$ cat src/rtl/word_fetch_unit.sv
// Byte-wise memory fetcher assembling DATA_W words into a small output FIFO.
// Optional abort input enabled by defining WORD_FETCH_ABORT_EN.
module word_fetch_unit #(
  parameter int DATA_W        = 16,
  parameter int ADDR_W        = 16,
  parameter int BUF_DEPTH     = 2,
  parameter int LITTLE_ENDIAN = 1
) (
  input  logic              Clock,
  input  logic              Reset,
  input  logic              Start,
  input  logic [ADDR_W-1:0] StartAddr,
  input  logic [7:0]        Count,
  output logic [ADDR_W-1:0] Mem_Addr,
  output logic              Mem_CS,
  output logic              Mem_WR,
  input  logic [7:0]        Mem_Data,
  output logic              Word_Valid,
  output logic [DATA_W-1:0] Word_Data,
  input  logic              Word_Ready,
`ifdef WORD_FETCH_ABORT_EN
  input  logic              Abort,
`endif
  output logic              Busy,
  output logic              Done
);

  localparam int NB = DATA_W / 8;
  localparam int PW = (BUF_DEPTH > 1) ? $clog2(BUF_DEPTH) : 1;
  localparam int CW = $clog2(BUF_DEPTH + 1);
  localparam logic [2:0]    LAST_B = 3'(NB - 1);
  localparam logic [PW-1:0] LAST_P = PW'(BUF_DEPTH - 1);
  localparam logic [CW-1:0] FULL_C = CW'(BUF_DEPTH);

  typedef enum logic [1:0] {
    IDLE,
    ADDR,
    DATA,
    FIN
  } state_t;

  state_t state, state_nx;

  logic [ADDR_W-1:0] addr;
  logic [7:0]        rem;
  logic [2:0]        bidx;
  logic [2:0]        lane;
  logic [DATA_W-1:0] word, word_nx;

  logic [DATA_W-1:0] buf_q [BUF_DEPTH];
  logic [PW-1:0]     rd_ptr, wr_ptr;
  logic [CW-1:0]     cnt;
  logic              push, pop, full, abort;

`ifdef WORD_FETCH_ABORT_EN
  assign abort = Abort;
`else
  assign abort = 1'b0;
`endif

  assign full       = (cnt == FULL_C);
  assign Word_Valid = (cnt != '0);
  assign pop        = Word_Valid && Word_Ready;
  assign Word_Data  = Word_Valid ? buf_q[rd_ptr] : '0;
  assign Mem_Addr   = Mem_CS ? addr : '0;
  assign Mem_WR     = 1'b0;
  assign Busy       = (state != IDLE);

  // Byte lane for the incoming byte depends on fetch order and endianness.
  always_comb begin
    lane    = (LITTLE_ENDIAN != 0) ? bidx : (LAST_B - bidx);
    word_nx = word;
    for (int i = 0; i < NB; i++) begin
      if (lane == 3'(i)) word_nx[8*i +: 8] = Mem_Data;
    end
  end

  always_ff @(posedge Clock or negedge Reset) begin
    if (!Reset) state <= IDLE;
    else        state <= state_nx;
  end

  always_comb begin
    state_nx = state;
    Mem_CS   = 1'b0;
    push     = 1'b0;
    Done     = 1'b0;
    unique case (state)
      IDLE: begin
        if (Start) state_nx = (Count != 8'd0) ? ADDR : FIN;
      end
      ADDR: begin
        if (abort) begin
          state_nx = IDLE;
        end else if (!(bidx == 3'd0 && full)) begin
          Mem_CS   = 1'b1;
          state_nx = DATA;
        end
      end
      DATA: begin
        if (abort) begin
          state_nx = IDLE;
        end else if (bidx != LAST_B) begin
          state_nx = ADDR;
        end else begin
          push     = 1'b1;
          state_nx = (rem == 8'd1) ? FIN : ADDR;
        end
      end
      FIN: begin
        Done     = 1'b1;
        state_nx = IDLE;
      end
      default: state_nx = IDLE;
    endcase
  end

  always_ff @(posedge Clock or negedge Reset) begin
    if (!Reset) begin
      addr <= '0;
      rem  <= '0;
      bidx <= '0;
      word <= '0;
    end else if (state == IDLE && Start && Count != 8'd0) begin
      addr <= StartAddr;
      rem  <= Count;
      bidx <= '0;
      word <= '0;
    end else if (state == DATA && !abort) begin
      word <= word_nx;
      addr <= addr + 1'b1;
      if (bidx == LAST_B) begin
        bidx <= '0;
        rem  <= rem - 8'd1;
      end else begin
        bidx <= bidx + 3'd1;
      end
    end else if (state == ADDR && abort) begin
      bidx <= '0;
    end
  end

  always_ff @(posedge Clock or negedge Reset) begin
    if (!Reset) begin
      rd_ptr <= '0;
      wr_ptr <= '0;
      cnt    <= '0;
      for (int i = 0; i < BUF_DEPTH; i++) buf_q[i] <= '0;
    end else begin
      if (push) begin
        buf_q[wr_ptr] <= word_nx;
        wr_ptr <= (wr_ptr == LAST_P) ? '0 : wr_ptr + 1'b1;
      end
      if (pop) rd_ptr <= (rd_ptr == LAST_P) ? '0 : rd_ptr + 1'b1;
      unique case ({push, pop})
        2'b10:   cnt <= cnt + 1'b1;
        2'b01:   cnt <= cnt - 1'b1;
        default: cnt <= cnt;
      endcase
    end
  end

endmodule

$ cat config.mk
export PLATFORM = sky130hd
export DESIGN_NAME = word_fetch_unit
export DESIGN_NICKNAME = d
export VERILOG_FILES = /design/src/rtl/word_fetch_unit.sv
export SDC_FILE = /design/constraint.sdc
export NUM_CORES = 1
export LEC_CHECK = 0
export CAP_MARGIN = 20
export CORE_MARGIN = 4
export CORE_UTILIZATION = 35
export CTS_CLUSTER_SIZE = 20
export DETAILED_ROUTE_END_ITERATION = 10
export GPL_ROUTABILITY_DRIVEN = 0
export SYNTH_ARGS = -nofsm -noshare
export SYNTH_HDL_FRONTEND = slang
export SYNTH_SLANG_ARGS = --single-unit
export TNS_END_PERCENT = 1
$ cat constraint.sdc
create_clock -name Clock -period 2.6 [get_ports Clock]
set_input_delay 0.52 -clock Clock [delete_from_list [all_inputs] [get_ports Clock]]
set_output_delay 0.52 -clock Clock [all_outputs]
set_load 0.05 [all_outputs]
==> metrics.csv <==
metric,value,unit
status,"complete, no violations",
n_fill_cell,967,
switchingPower,0.00332,W
critPathRequiredTime,2.08,ns
clock_power_share,0.148,
synth_cell_type_count,49,
synth_top_cell_area_share,0.477,
synthToLayoutAreaGrowth,34.3,%
initial_core_util,0.364,
syn_inst,378,
drtIter0Drc,189,
ioPinCount,73,
track_usage,0.154,
clk_latency,0.35,ns
ys_top_cells_by_area,"dfrtp_1 48%, mux2i_1 7.6%, mux2_2 5.3%",
drt-wirelength-per-cell,15.3,um
ant_nets,0,
critPathLaunchType,flop,
syn_nets,418,
synthFlopType,dfrtp_1,
io_buffer_count,71,
slew_violations,0,
r2r_start,addr[0]$_DFFE_PN0P_,
cap_viol_max_count,0,
hold_violations,0,
ir_drop,0.605,mV
clock_path_buffers,2,
wl,9170,um
crit_arrival,1.99,ns
grt_pass1_wl,16000,um
cts_root_buf,clkbuf_8,
p_seq_frac,0.292,
nNetsFinal,498,
cts_tree,done,
path_max_fanout,12,
crit_path_end_kind,output port,
dieArea,12700,um^2
core_region_area,10500,um^2
p_leak,2.21,nW
die_w,113,um
tightest_slew,0.680,ns
layout-drive-gt1-share,0.222,
layout_setup_ws,0.0893,ns
yosysSeqAreaShare,0.477,
combPwrFrac,0.559,
clkTransAtPathRegs,0.08,ns
antenna_found_initial,0,
dp_slack,0.0801,ns
finalInstanceArea,5140,um^2
drcViolationCount,0,
ys_seq_elements,73,
synth_edf_count,0,
vias,3098,
cts_hold_buf,0,
p_total,0.00732,W
post-route-period-util,0.966,
die_h,113,um
htree_levels,3,
setup_viol,0,
yosysTopAreaCell,dfrtp_1,
relSlewSlack,0.547,
rows,37,
path_class,flop to output port,
postPlaceCellArea,4880,um^2
period_needed,2.51,ns
overflow,0,
cts_sinks,73,
power_density,1420,nW/um^2
p_int,0.00399,W
timing.fmax,398,MHz
grt_max_degree,29,
fin_worst_skew,0.00953,ns
dp_hpwl,6620,um
syn_area,3830,um^2
cts_buffers,9,
hold_path_class,input pin to async pin,
firstDrtPassIters,4,
grt_pass1_vias,3208,
async_flop_share,1.00,
antenna_cells,0,
critPathLaunch,bidx[0]$_DFFE_PN0P_,
sw_frac_of_total,0.454,
yosysWarnings,0,
vias_per_cell,5.17,
syn_avg_cell_area,10.1,um^2
final cells by class:
| class | count | area [um^2] | area share |
|---|---|---|---|
| tap | 136 | 170 | 0.0331 |
| clock inverter | 6 | 116 | 0.0226 |
| timing repair buffer | 93 | 986 | 0.192 |
| sequential | 73 | 1830 | 0.355 |
| clock buffer | 10 | 128 | 0.0248 |
| inverter | 10 | 37.5 | 0.00730 |
| multi-input combinational | 271 | 1880 | 0.365 |
cells by family (layout without fill, tap and decap cells):
| logic type | count (synthesis) | count (layout) | share of synthesized area |
|---|---|---|---|
| buffers and inverters | 34 | 119 | 0.0376 |
| AOI/OAI and AO/OA | 68 | 68 | 0.119 |
| adders and majority gates | 4 | 4 | 0.0131 |
| muxes | 47 | 47 | 0.129 |
| DFF | 73 | 73 | 0.477 |
| xor gates and xnor gates | 11 | 11 | 0.0252 |
| and+or+nand+nor | 140 | 140 | 0.198 |
| other | 1 | 1 | 0.000979 |
cell usage in the layout, fill, tap and decap left out, types with 2 or more instances in the layout:
| cell | n |
|---|---|
| buf_12 | 16 |
| mux2i_1 | 29 |
| xor2_1 | 4 |
| xnor2_1 | 7 |
| dfrtp_1 | 73 |
| o211ai_1 | 3 |
| or3_1 | 5 |
| nor3b_2 | 2 |
| inv_1 | 10 |
| or4_4 | 2 |
| nor3_1 | 7 |
| nand3_1 | 8 |
| a31oi_1 | 5 |
| bufinv_16 | 3 |
| clkinv_4 | 3 |
| or4_1 | 3 |
| a21oi_1 | 9 |
| mux2_2 | 18 |
| nor2_1 | 39 |
| a221o_1 | 8 |
| nor3b_1 | 3 |
| nand2_1 | 28 |
| clkdlybuf4s50_1 | 36 |
| and2_1 | 15 |
| nand4_1 | 5 |
| a21o_1 | 2 |
| nor2b_1 | 2 |
| clkbuf_8 | 9 |
| a22o_1 | 8 |
| nor4_1 | 10 |
| buf_4 | 40 |
| ha_1 | 4 |
| o21ai_0 | 24 |
| or2_2 | 3 |
critical path, stage by stage, from the launching register on:
cell and delay, ns:
dfrtp_1 0.42, or3_4 0.38, nor3b_2 0.24, nor3_2 0.09
buf_4 0.17, and2_1 0.18, buf_12 0.15
synth_stat cells (2+ instances only):
master and count:
nor4_1 10, and2_1 15, xnor2_1 7, a21oi_1 9
clkbuf_1 12, nor2_1 39, nor3b_1 3, inv_1 10
ha_1 4, dfrtp_1 73, a21o_1 2, mux2_2 18
or4_1 3, or4_4 2, o211ai_1 3, nand3_1 8
nand2_1 28, nor3b_2 2, nor2b_1 2, nand4_1 5
or3_1 6, a31oi_1 5, o21ai_0 24, mux2i_1 29
xor2_1 4, or2_2 3, nor3_1 8, a22o_1 8
a221o_1 8, buf_2 9
final timing paths:
| kind | endpoint | slack (ns) | cells after the start |
|---|---|---|---|
| setup / recovery | Mem_Addr[12] | 0.09 | 6 |
| hold / removal | rem[5]$_DFFE_PN0P_ | 0.21 | 1 |
| setup reg to reg | addr[14]$_DFFE_PN0P_ | 0.63 | 5 |
| hold reg to reg | buf_q[4]$_DFFE_PN0P_ | 0.48 | 2 |
| max in group asynchronous | buf_q[24]$_DFFE_PN0P_ | 1.68 | 2 |
| min in group Clock | buf_q[4]$_DFFE_PN0P_ | 0.48 | 2 |
metrics by stage:
| stage | std cells | TNS, ns | hold slack, ns | util |
|---|---|---|---|---|
| 4_1_cts | 598 | 0 | 0.211 | 0.488 |
| 3_3_place_gp | 581 | 0 | 0.463 | 0.464 |
| 3_5_place_dp | 582 | 0 | 0.472 | 0.464 |
| 2_1_floorplan | 378 | -1.79 | 0.224 | - |
| 6_report | 599 | 0 | 0.206 | 0.489 |
| 5_1_grt | 599 | -0.0101 | 0.259 | 0.489 |
power by group through the flow:
stage,Combinational (W),Sequential (W),Clock [W]
finish,0.00409,0.00214,0.00109
global route,0.00444,0.00223,0.00115
CTS,0.00413,0.00213,0.00111
detailed placement,0.00411,0.00215,0
global placement,0.00406,0.00212,0
floorplan,0.00281,0.00200,0
timing repair:
item                       CTS  global route
setup buffers                0             1
gates resized for setup      0             2
setup endpoints to repair    0            11
flip-flops by register name, summed over array words and instances, names as in the netlist:
| signal | cells |
|---|---|
| buf_q | 32 |
| addr | 16 |
| rem | 8 |
| word | 8 |
| bidx | 3 |
| cnt | 2 |
| state | 2 |
| rd_ptr | 1 |
| wr_ptr | 1 |
routing by layer:
| metal | up-vias | wire (um) | global-route usage |
|---|---|---|---|
| met5 | - | 0 | 0 |
| met4 | 0 | 195 | 0.0713 |
| met3 | 13 | 330 | 0.0237 |
| met2 | 76 | 4370 | 0.242 |
| met1 | 1488 | 4280 | 0.210 |
| li1 | 1521 | - | - |
(Power assumes the default switching activity.)
